===== src/rtl/arq_rx.sv =====
// Go-back-N ARQ receiver: classifies incoming link frames, delivers in-order
// payloads through a ready/valid FIFO and emits registered cumulative acks
// (frame-triggered re-acks plus periodic keep-alives once traffic has started).
module arq_rx #(
    parameter int unsigned SEQ_W      = 4,
    parameter int unsigned DATA_W     = 32,
    parameter int unsigned DEPTH      = 4,
    parameter int unsigned ACK_PERIOD = 16
) (
    input  logic              clk,
    input  logic              rst,
    input  logic              in_valid,
    input  logic [SEQ_W-1:0]  in_seq,
    input  logic [DATA_W-1:0] in_data,
    input  logic              in_error,
    output logic              out_valid,
    input  logic              out_ready,
    output logic [DATA_W-1:0] out_data,
    output logic              ack_valid,
    output logic [SEQ_W-1:0]  ack_seq,
    output logic [15:0]       drop_count
);

    localparam int unsigned PTR_W = (DEPTH > 1) ? $clog2(DEPTH) : 1;
    localparam int unsigned CNT_W = $clog2(DEPTH + 1);
    localparam int unsigned TMR_W = $clog2(ACK_PERIOD);

    localparam logic [PTR_W-1:0] PTR_LAST = PTR_W'(DEPTH - 1);
    localparam logic [CNT_W-1:0] CNT_FULL = CNT_W'(DEPTH);
    localparam logic [TMR_W-1:0] TMR_LAST = TMR_W'(ACK_PERIOD - 1);

    typedef enum logic {
        IDLE,
        ACTIVE
    } state_t;

    state_t state;
    state_t state_next;

    logic [SEQ_W-1:0]  expected;
    logic [SEQ_W-1:0]  last_acc;
    logic [DATA_W-1:0] mem [DEPTH];
    logic [PTR_W-1:0]  wr_ptr;
    logic [PTR_W-1:0]  rd_ptr;
    logic [CNT_W-1:0]  count;
    logic [TMR_W-1:0]  timer;
    logic [TMR_W-1:0]  timer_next;

    logic              accept;
    logic              drop;
    logic              ack_fire;
    logic [SEQ_W-1:0]  ack_seq_next;
    logic              push;
    logic              pop;

    assign push      = accept;
    assign out_valid = (count != '0);
    assign pop       = out_valid && out_ready;
    assign out_data  = mem[rd_ptr];

    // State register: IDLE until the first accepted frame.
    always_ff @(posedge clk) begin
        if (rst) begin
            state <= IDLE;
        end else begin
            state <= state_next;
        end
    end

    // Next-state: ACTIVE is sticky once any frame is accepted.
    always_comb begin
        state_next = state;
        if (accept) begin
            state_next = ACTIVE;
        end
    end

    // Frame classification and ack scheduling for the next cycle.
    always_comb begin
        accept       = 1'b0;
        drop         = 1'b0;
        ack_fire     = 1'b0;
        ack_seq_next = last_acc;
        timer_next   = timer;

        if (in_valid) begin
            if (in_error) begin
                drop = 1'b0 | 1'b1;
            end else if (in_seq != expected) begin
                drop     = 1'b1;
                ack_fire = (state == ACTIVE);
            end else if (count == CNT_FULL) begin
                drop     = 1'b1;
                ack_fire = (state == ACTIVE);
            end else begin
                accept       = 1'b1;
                ack_fire     = 1'b1;
                ack_seq_next = in_seq;
            end
        end

        // Keep-alive only fills cycles where no frame-triggered ack is due.
        if (!ack_fire && (state == ACTIVE) && (timer == TMR_LAST)) begin
            ack_fire = 1'b1;
        end

        if (ack_fire) begin
            timer_next = '0;
        end else if (state == ACTIVE) begin
            timer_next = timer + 1'b1;
        end else begin
            timer_next = '0;
        end
    end

    // Sequence tracking: next expected number and last in-order accept.
    always_ff @(posedge clk) begin
        if (rst) begin
            expected <= '0;
            last_acc <= '1;
        end else if (accept) begin
            expected <= expected + 1'b1;
            last_acc <= in_seq;
        end
    end

    // FIFO storage; contents need no reset because pointers and count do.
    always_ff @(posedge clk) begin
        if (push) begin
            mem[wr_ptr] <= in_data;
        end
    end

    // FIFO pointers and occupancy.
    always_ff @(posedge clk) begin
        if (rst) begin
            wr_ptr <= '0;
            rd_ptr <= '0;
            count  <= '0;
        end else begin
            if (push) begin
                wr_ptr <= (wr_ptr == PTR_LAST) ? '0 : wr_ptr + 1'b1;
            end
            if (pop) begin
                rd_ptr <= (rd_ptr == PTR_LAST) ? '0 : rd_ptr + 1'b1;
            end
            count <= count + CNT_W'(push) - CNT_W'(pop);
        end
    end

    // Registered ack output and keep-alive timer; ack_seq holds between pulses.
    always_ff @(posedge clk) begin
        if (rst) begin
            ack_valid <= 1'b0;
            ack_seq   <= '1;
            timer     <= '0;
        end else begin
            ack_valid <= ack_fire;
            timer     <= timer_next;
            if (ack_fire) begin
                ack_seq <= ack_seq_next;
            end
        end
    end

    // Saturating drop counter covering every drop reason.
    always_ff @(posedge clk) begin
        if (rst) begin
            drop_count <= '0;
        end else if (drop && (drop_count != '1)) begin
            drop_count <= drop_count + 1'b1;
        end
    end

endmodule


===== config.mk =====
export PLATFORM = sky130hd
export DESIGN_NAME = arq_rx
export DESIGN_NICKNAME = d
export VERILOG_FILES = /design/src/rtl/arq_rx.sv
export SDC_FILE = /design/constraint.sdc
export NUM_CORES = 1
export LEC_CHECK = 0
export ABC_AREA = 1
export CELL_PAD_IN_SITES_DETAIL_PLACEMENT = 1
export CELL_PAD_IN_SITES_GLOBAL_PLACEMENT = 1
export CORE_UTILIZATION = 39
export CTS_CLUSTER_SIZE = 16
export DETAILED_ROUTE_END_ITERATION = 8
export PLACE_DENSITY_LB_ADDON = 0.1
export SLEW_MARGIN = 20
export SYNTH_ARGS = -nofsm -noshare
export SYNTH_HDL_FRONTEND = slang
export SYNTH_SLANG_ARGS = --single-unit
export TNS_END_PERCENT = 10

===== constraint.sdc =====
create_clock -name clk -period 2.98 [get_ports clk]
set_input_delay 0.447 -clock clk [delete_from_list [all_inputs] [get_ports clk]]
set_output_delay 0.447 -clock clk [all_outputs]
set_load 0.02 [all_outputs]

==> flow_metrics.tcl <==
set metrics [dict create \
    status "complete, no violations" \
    worstSetupStartpointType "register" \
    path_cells "inv_2 > buf_12 > o21ai_0 > o22ai_1 > clkdlybuf4s50_1" \
    setup.worst_path.end_class "output pin" \
    crit_arrival_ns 2.21 \
    fin_crit_ns 2.66 \
    crit_family "buffers and inverters" \
    crit_buf_inv 3 \
    antenna_cells 0 \
    syn-cell-area_um2 6960 \
    antenna_found_initial 0 \
    cts_max_path_buffers 2 \
    synthMuxAreaShare 0 \
    worstSetupPathType "reg -> out" \
    num_vias 4929 \
    path_clk_slew_ns 0.06 \
    grt_max_degree 53 \
    syn-num-nets 678 \
    post_drt_wl_per_cell_um 17.0 \
    hpwl_um 10500 \
    rsz0062_at_grt "no" \
    path_max_fanout 52 \
    vias_per_cell 5.11 \
    cpPeakStageDelay_ns 0.67 \
    relSlewSlack 0.650 \
    ios 95 \
    fp.dieW_um 136 \
    cts_buffers 17 \
    synth_cell_type_count 30 \
    final-max-slew-violation-count 0 \
    drc 0 \
    tns_ns 0 \
    synthSimpleGateAreaFrac 0.146 \
    grt_pass1_wl_um 26600 \
    min_path_type "reg -> reg" \
    core_region_area_um2 17400 \
    row_count 48 \
    dieArea_um2 18400 \
    cts_root_buffer "clkbuf_16" \
    syn_avg_cell_area_um2 11.1 \
    post-route-util 0.513 \
    skew_ns 0.0135 \
    hold_violations 0 \
    overflow 0 \
    area.growth.synth_to_final_pct 27.9 \
    routabilityCongestion 0.836 \
    drive_gt1_frac 0.0934 \
    maxCapViolCount 0 \
    synthCells 626 \
    portBuffers 94 \
    layout_worst_path_cycle_share 0.893 \
    synth_seq_area_share 0.676 \
    worstMarginPinSlew_ns 0.525 \
    cts_hold_buffers 0 \
    drt_iter0_drc 209 \
    start_util 0.401 \
    synth_top_family_by_area "simple AND/OR/NAND/NOR gates" \
    antenna_left 0 \
    vdd_drop_max_mv 0.533 \
    worstSkewPairLatency_ns 0.43 \
    cts.sinks 171 \
    synth-compound-area-share 0.0996 \
    cts_setup_buffers 0 \
    ctsResizeCount 0 \
    synth_seq_cells 171 \
    fin_nets 778 \
    cts_tree "done" \
    drt_wl_total_um 16400 \
    synth_xor_area_frac 0.0164 \
    finalSetupViolCount 0 \
    p_per_area_nw_per_um2 766 \
    track_usage 0.190 \
    yosys.area_share.adder 0.0209 \
    slowest_stage "clkdlybuf4s50_1" \
    fmax_mhz 376 \
    cts_max_level 4 \
    required_ns 2.53 \
    die_h_um 136 \
    yosysWarnings 0 \
    grt_pass1_vias 5158 \
    first_pass_iters 4 \
    power.leakage_nw 3.15 \
]
final timing paths:
path                       to        start  slack, ns  cells after the start
setup / recovery  out_data[0]     register       0.32                      5
setup reg to reg     count[2]  expected[2]       0.68                     12
hold reg to reg      timer[0]     timer[0]       0.47                      1
hold / removal       timer[0]     timer[0]       0.47                      1
Yosys cell counts:
library cell    n  area (um^2)
inv_1          41          154
inv_2           3         11.3
edfxtp_1      128         3840
nand4_4         1         21.3
nand2_1        88          330
nor2_4          2         22.5
nand3_2         1         10.0
xnor2_1         4         35.0
buf_2           3         15.0
nand3_1        22          110
xor2_1          9         78.8
clkbuf_1       18         67.6
nand2_2         3         18.8
o21ai_0        72          360
nand3_4         2         35.0
nor3_1          3         15.0
o211a_1         1         10.0
nand3b_1        1         7.51
a21boi_0        1         7.51
nor2_2          7         43.8
buf_6           2         22.5
ha_1           10          125
a21oi_1        23          115
clkinv_1        1         3.75
nor2_1         92          345
buf_1           3         11.3
fa_1            1         20.0
nand4_1         9         56.3
o22ai_1        32          200
dfxtp_1        43          861
power breakdown:
| part | total (W) | leakage [nW] | internal [W] | switching (W) |
|---|---|---|---|---|
| sequential | 0.00264 | 1.50 | 0.00261 | 0.0000371 |
| clock | 0.00226 | 0.310 | 0.00137 | 0.000885 |
| combinational | 0.00191 | 1.34 | 0.000785 | 0.00113 |
layout make-up:
cell class                      instances  area [um^2]
Clock buffer                           27          591
Clock inverter                          5         40.0
Fill cell                            1831         8460
Inverter                               45          169
Multi-Input combinational cell        384         2000
Sequential cell                       171         4710
Tap cell                              225          282
Timing Repair Buffer                  107         1110
flip-flops by register name (all words and copies together), names as in the netlist, named ones only:
| name | cells |
|---|---|
| ack_seq | 4 |
| ack_valid | 1 |
| count | 3 |
| drop_count | 16 |
| expected | 4 |
| last_acc | 4 |
| mem | 128 |
| rd_ptr | 2 |
| state | 1 |
| timer | 4 |
| wr_ptr | 2 |
cells in the final DEF, fill, tap and decap left out, types with 6 or more instances in the layout:
master,n
nand3_1,22
nand4_1,9
ha_1,10
nand2_1,88
o22ai_1,32
a21oi_1,23
edfxtp_1,128
nor2_4,6
nor2_2,7
inv_1,41
nor2_1,88
clkdlybuf4s50_1,94
dfxtp_1,42
xor2_1,9
o21ai_0,72
buf_4,7
buf_12,6
clkbuf_16,22
stage by stage:
stage	cells	hold slack, ns	total power [W]	setup slack [ns]	instance area, um^2
floorplan	626	0.418	0.00373	0.00588	6960
global placement	932	0.429	0.00457	0.311	8270
detailed placement	932	0.467	0.00463	0.149	8270
CTS	964	0.476	0.00690	0.261	8900
global route	964	0.501	0.00712	0.209	8900
finish	964	0.470	0.00681	0.319	8900
cells by family after synthesis:
family | Yosys count
and+or+nand+nor | 231
DFF | 171
AOI/OAI and AO/OA | 129
buffers and inverters | 71
xor gates and xnor gates | 13
adders and majority gates | 11
layer usage:
layer / vias to the layer above / part of all wire / GRT usage / routed length (um)
li1: 2377 / - / - / -
met1: 2450 / 0.44 / 0.235 / 7290
met2: 88 / 0.51 / 0.329 / 8300
met3: 14 / 0.040 / 0.0426 / 652
met4: 0 / 0.0098 / 0.0599 / 161
met5: - / 0 / 0 / 0
(Power assumes the default switching activity.)
